File: src/rtl/vga_fb_arbiter.sv
// vga_fb_arbiter: shares one single-port synchronous VRAM between the VGA
// scan-out and a CPU requester. clk runs at twice the pixel rate. Each pixel
// period has two phases. Phase 0 is the VGA read, and it goes to the CPU
// while the display is blanked. Phase 1 always belongs to the CPU. The
// returned pixel and the syncs are re-registered together, so they leave the
// block aligned and one pixel period late.
//
// Ports:
//   clk, rst                  clock (2x pixel) and async active-high reset
//   pix_ce                    timing-generator clock enable (high in phase 1)
//   valid_in, h_addr, v_addr  active flag and pixel coordinates from timing gen
//   hsync_in, vsync_in        syncs from timing gen
//   hsync_out, vsync_out,
//   valid_out, vga_data       syncs, active flag and colour, one pixel late
//   cpu_req/we/addr/wdata     CPU request, held until cpu_ack
//   cpu_ack                   grant strobe (combinational)
//   cpu_rvalid, cpu_rdata     read response, the cycle after a read grant
//   mem_en/we/addr/wdata      VRAM command (combinational)
//   mem_rdata                 VRAM read data, one cycle after a read
module vga_fb_arbiter #(
    parameter int unsigned H_RES  = 640,
    parameter int unsigned V_RES  = 480,
    parameter int unsigned ADDR_W = 19,
    parameter int unsigned DATA_W = 12
) (
    input  logic              clk,
    input  logic              rst,
    output logic              pix_ce,
    input  logic              valid_in,
    input  logic [9:0]        h_addr,
    input  logic [9:0]        v_addr,
    input  logic              hsync_in,
    input  logic              vsync_in,
    output logic              hsync_out,
    output logic              vsync_out,
    output logic              valid_out,
    output logic [DATA_W-1:0] vga_data,
    input  logic              cpu_req,
    input  logic              cpu_we,
    input  logic [ADDR_W-1:0] cpu_addr,
    input  logic [DATA_W-1:0] cpu_wdata,
    output logic              cpu_ack,
    output logic              cpu_rvalid,
    output logic [DATA_W-1:0] cpu_rdata,
    output logic              mem_en,
    output logic              mem_we,
    output logic [ADDR_W-1:0] mem_addr,
    output logic [DATA_W-1:0] mem_wdata,
    input  logic [DATA_W-1:0] mem_rdata
);

    localparam int unsigned ADDR_LIMIT = H_RES * V_RES;

    logic              ph;
    logic              rd_oor;
    logic              vga_slot;
    logic              grant;
    logic              cpu_in_range;
    logic [ADDR_W-1:0] pix_addr;

    assign pix_ce = ph;

    // Slot ownership; both are held off while reset is asserted.
    assign vga_slot     = !rst && !ph && valid_in;
    assign grant        = !rst && cpu_req && (ph || !valid_in);
    assign cpu_in_range = cpu_addr < ADDR_W'(ADDR_LIMIT);
    assign cpu_ack      = grant;

    // Linear framebuffer address, computed in ADDR_W width.
    assign pix_addr = ADDR_W'(v_addr) * ADDR_W'(H_RES) + ADDR_W'(h_addr);

    // VRAM command mux.
    always_comb begin
        mem_en    = 1'b0;
        mem_we    = 1'b0;
        mem_addr  = '0;
        mem_wdata = '0;
        if (vga_slot) begin
            mem_en   = 1'b1;
            mem_addr = pix_addr;
        end else if (grant) begin
            // Out-of-range accesses are acked but never reach the VRAM.
            mem_en   = cpu_in_range;
            mem_we   = cpu_we;
            mem_addr = cpu_addr;
            if (cpu_we) begin
                mem_wdata = cpu_wdata;
            end
        end
    end

    // Out-of-range reads return zero instead of stale VRAM output.
    assign cpu_rdata = (cpu_rvalid && !rd_oor) ? mem_rdata : '0;

    // Phase, read-response tracking and pixel/sync re-registration.
    always_ff @(posedge clk or posedge rst) begin
        if (rst) begin
            ph         <= 1'b0;
            cpu_rvalid <= 1'b0;
            rd_oor     <= 1'b0;
            hsync_out  <= 1'b0;
            vsync_out  <= 1'b0;
            valid_out  <= 1'b0;
            vga_data   <= '0;
        end else begin
            ph         <= ~ph;
            cpu_rvalid <= grant && !cpu_we;
            rd_oor     <= !cpu_in_range;
            // Capture on the edge ending phase 1. mem_rdata still holds the
            // phase-0 pixel read here, even when phase 1 carries a CPU access.
            if (ph) begin
                vga_data  <= valid_in ? mem_rdata : '0;
                hsync_out <= hsync_in;
                vsync_out <= vsync_in;
                valid_out <= valid_in;
            end
        end
    end

endmodule

File: config.mk
export PLATFORM = sky130hd
export DESIGN_NAME = vga_fb_arbiter
export DESIGN_NICKNAME = d
export VERILOG_FILES = /design/src/rtl/vga_fb_arbiter.sv
export SDC_FILE = /design/constraint.sdc
export NUM_CORES = 1
export LEC_CHECK = 0
export ABC_AREA = 1
export BUFFER_PORTS_ARGS = -buffer_cell sky130_fd_sc_hd__buf_4
export CAP_MARGIN = 10
export CORE_MARGIN = 3
export CORE_UTILIZATION = 30
export CTS_BUF_LIST = sky130_fd_sc_hd__clkbuf_16
export CTS_CLUSTER_DIAMETER = 80
export CTS_CLUSTER_SIZE = 8
export DETAILED_ROUTE_END_ITERATION = 8
export RECOVER_POWER = 25
export SYNTH_ARGS = -nofsm -noshare
export SYNTH_HDL_FRONTEND = slang
export SYNTH_SLANG_ARGS = --single-unit
File: constraint.sdc
create_clock -name clk -period 5.1 [get_ports clk]
set_clock_uncertainty 0.15 [all_clocks]
set_input_delay 1.275 -clock clk [delete_from_list [all_inputs] [get_ports clk]]
set_output_delay 1.275 -clock clk [all_outputs]
set_load 0.01 [all_outputs]
==> Yosys cells after proc, flatten, opt, wreduce, memory -nomap -nowiden <==
Index checks and enable logic that the tools add are counted.
{ "op_classes": {"order_cmp": 1, "n_reduce_logical": 13, "n_mux": 11, "add_sub_neg": 1, "mul": 1, "bitwise": 1} }
{ "ops": {"columns": ["operator", "n"], "rows": [
  ["two-way mux 12 bit", 5],
  ["two-way mux 19 bit", 2],
  ["adder 19 x 10 -> 19 bit", 1],
  ["< comparator 19 bit (second input constant)", 1],
  ["multiplier 10 x 3 -> 12 bit (second input constant)", 1],
  ["logical AND 1 bit", 6],
  ["zero test 1 bit", 6],
  ["two-way mux 1 bit", 4],
  ["logical OR 1 bit", 1],
  ["inverter 1 bit", 1]
]} }
{ "word_totals": {"elab_cells": 35, "out_inout_bits": 63, "in_bits": 70, "reg_bits": 18} }

==> Depth between registers and ports, before layout <==
{ "logic_depth": {"word_depth": 5, "depth_mapped": 14, "depth_no_buf": 14} }

==> Worst setup path before layout <==
No wires, ideal clock.
{ "synth_timing": {"kind": "input to output", "start": "input v_addr[1]", "end": "output mem_addr[16]", "required_ns": 3.675, "slack_ns": 0.623, "stages": 11, "arrival_ns": 3.052, "cell_sequence": "ha_1 ha_1 fa_1 nand2_1 inv_1 nand2_1 nor2_4 nand3_2 nor2_4 nor2_1 o21ai_1"} }
{ "synth_via": {"elab_chain_cells": 3} }
{ "synth_rtl": {"columns": ["item", "line_no", "source"], "rows": [
  ["start, declared", "31", "input logic [9:0] v_addr,"],
  ["multiplier 10 x 3 -> 12 bit", "70", "assign pix_addr = ADDR_W'(v_addr) * ADDR_W'(H_RES) + ADDR_W'(h_addr);"],
  ["adder 19 x 10 -> 19 bit", "70", null],
  ["two-way mux 19 bit", "78", "if (vga_slot) begin"],
  ["end, declared", "47", "output logic [ADDR_W-1:0] mem_addr,"]
]} }
Every way passes these cells.

==> Worst setup path after layout <==
{ "layout_timing": {"start": "input v_addr[1]", "end": "output mem_addr[18]"} }
The elaborated chain is that of the path after synthesis.

==> flow_metrics.tcl <==
set metrics [dict create \
    synth_area_leaders "dfrtp_1, nand2_1, ha_1" \
    hold_violations 0 \
    core-area_um2 5740 \
    synth-edff-count 0 \
    num_io_pins 133 \
    clock_latency_ns 0.25 \
    dieArea_um2 7130 \
    finalCritPeriodShare_pct 94.2 \
    max_cap_viol_count 0 \
    async_flop_share_pct 100 \
    grt-ovfl-total 0 \
    comb_power_share_pct 40.3 \
    worst_ep_arrival_time_ns 3.38 \
    p_int_w 0.000353 \
    ff_latch_area_um2 450 \
    cp_common_cell "nand2_1" \
    synth-seq-cells 18 \
    die_width_um 84.4 \
    grtUsageTotal_pct 16.3 \
    min_path_type "reg -> reg" \
    post_drt_wl_per_cell_um 12.0 \
    p_per_area_nw_per_um2 173 \
    path_class "in -> out" \
    path_clk_slew_ns 0.05 \
    synth_top_area_share_pct 24.4 \
    yosysTopAreaCell "dfrtp_1" \
    grt_max_degree 20 \
    rows 27 \
    cts_sinks 18 \
    fmax_mhz 208 \
    yosysSeqAreaShare_pct 24.4 \
    slowest_stage "fa_1" \
    setup_tns_ns 0 \
    antenna_found_initial 0 \
    synth_warnings 0 \
    grt_pass1_wl_um 9830 \
    synth_cells 285 \
    tightest_slew_ns 0.506 \
    routabilityCongestion 0.839 \
    yosysUniqueCellTypes 29 \
    initial_core_util_pct 32.1 \
    antenna-diode-count 0 \
    slew_violations 0 \
    p_leak_nw 1.72 \
    vias_per_cell 4.55 \
    drt_first_pass_iters 4 \
    relSlewSlack_pct 66.3 \
    post_cts_buffers 0 \
    syn-num-nets 376 \
    fin_ws_ns 0.297 \
    antenna_left 0 \
    rsz0062_at_grt "false" \
    drt-total-wl_um 5840 \
    slowest_delay_ns 0.52 \
    num_vias 2222 \
    drt_iter0_drc 97 \
    synth_common_cells "nand2_1, inv_1, nor2_1, o21ai_0, ha_1" \
    fp.dieH_um 84.4 \
    swShare_pct 31.5 \
    cts_buffer_depth 2 \
    cp_max_fo 4 \
    cp-start-kind "primary input" \
    dp_hpwl_um 5010 \
    cts_buffers 3 \
    power_frac_seq_pct 29.7 \
    hold_buffers 0 \
    vdd_ir_drop_max_uv 121 \
    synth_ff_type "dfrtp_1" \
    final_nets 508 \
    avgSynthCellArea_um2 6.48 \
    final.min_clock_period_ns 4.80 \
    worst_ep_required_time_ns 3.67 \
    syn_area_um2 1850 \
    drive_above_1_share_pct 35.8 \
    yosysMostFrequentCell "nand2_1" \
    cts_tree "done" \
    setup_viol 0 \
    status "finished, final reports clean" \
    cts_resized 0 \
    grt_pass1_vias 2129 \
    numPortBuffers 132 \
    crit_path_end_kind "primary output" \
    syn_to_final_growth_pct 61.3 \
    cts_root_buf "clkbuf_16" \
    fill_cells 579 \
    dp_slack_ns 0.292 \
    clock_power_share_pct 30.0 \
    multi_input_area_um2 1200 \
    drc 0 \
    cts_max_level 1 \
    path_cells "buf_4, ha_1, ha_1, fa_1, nand2_1, inv_1, nand2_1, nor2_4, nand3_2, nor2_4, nand3_1, nand3_1, nand2_1, buf_4" \
    power_switching_w 0.000163 \
    holdWs_ns 0.324 \
]
==> placed cells by master (no fill, tap or decap) <==
| cell | n |
|---|---|
| a21boi_0 | 1 |
| a21oi_1 | 8 |
| a22o_1 | 8 |
| a32o_1 | 1 |
| buf_4 | 130 |
| clkbuf_1 | 1 |
| clkbuf_16 | 3 |
| clkbuf_4 | 3 |
| clkinv_1 | 1 |
| dfrtp_1 | 18 |
| fa_1 | 2 |
| ha_1 | 19 |
| inv_1 | 38 |
| inv_2 | 2 |
| nand2_1 | 96 |
| nand2_2 | 2 |
| nand3_1 | 12 |
| nand3_2 | 2 |
| nand3b_1 | 3 |
| nand4_1 | 1 |
| nor2_1 | 32 |
| nor2_2 | 3 |
| nor2_4 | 2 |
| o21a_1 | 1 |
| o21ai_0 | 20 |
| o21ai_1 | 1 |
| o21bai_1 | 1 |
| o22ai_1 | 2 |
| or2_2 | 1 |
| or2_4 | 1 |
| xor2_1 | 1 |
==> worst max-delay path, delay by kind of cell <==
family	cells	cell delay (ns)
fa+ha+maj	3	1.02
buf+inv	3	0.32
simple gates	8	0.76
==> per-layer routing <==
layer	GRT usage, %	routed length, um	share of wire, %
met2	29.2	2950	50
met1	20.2	2460	42
met4	5.18	61	1.0
met5	0	0	0
met3	2.26	366	6.3
==> state kept, by name, summed over array words and instances, names as in the netlist <==
register and flops:
vga_data 12, cpu_rvalid 1, hsync_out 1, pix_ce 1, rd_oor 1, valid_out 1
vsync_out 1
==> stage by stage <==
| step | cells | instance area [um^2] | power, W | utilization, % |
|---|---|---|---|---|
| 6_report | 488 | 2980 | 0.000516 | 51.8 |
| 5_1_grt | 488 | 2980 | 0.000557 | 51.8 |
| 4_1_cts | 488 | 2980 | 0.000523 | 51.9 |
| 3_5_place_dp | 484 | 2900 | 0.000365 | 50.5 |
| 3_3_place_gp | 484 | 2900 | 0.000364 | 50.5 |
| 2_1_floorplan | 285 | 1850 | 0.000274 | - |
==> power by group through the flow <==
stage	clock network [W]	registers, W	logic, W
after global placement	0	0.000155	0.000208
after floorplan	0	0.000159	0.000116
after CTS	0.000159	0.000153	0.000211
final	0.000155	0.000153	0.000208
after global routing	0.000164	0.000154	0.000239
after detailed placement	0	0.000155	0.000210
==> path summary, 6_finish.rpt <==
| check | start | cells after the start | end | slack (ns) |
|---|---|---|---|---|
| worst max-delay path | v_addr[1] | 14 | mem_addr[18] | 0.30 |
| worst min-delay path | vsync_out | 2 | vsync_out | 0.32 |
| worst max register to register | pix_ce | 4 | cpu_rvalid | 3.45 |
| worst min register to register | vsync_out | 2 | vsync_out | 0.32 |
| max in group asynchronous | rst | 3 | vga_data[2] | 3.71 |
| min in group asynchronous | rst | 3 | vga_data[5] | 0.89 |
==> kinds of logic after synthesis <==
kind of cell	synth area share [%]
AND/OR/NAND/NOR	35.7
buffers and inverters	10.3
AO/OA/AOI/OAI	14.1
adder cells (fa/ha/maj)	15.1
flip-flops	24.4
XOR/XNOR	0.475
==> layout make-up <==
cell class | count | area share, %
clock buffer | 3 | 2.52
clock inverter | 1 | 0.126
inverter | 40 | 5.04
multi-input combinational | 220 | 40.5
sequential | 18 | 15.1
tap | 72 | 3.03
timing repair buffer | 134 | 33.7
(Power assumes the default switching activity.)
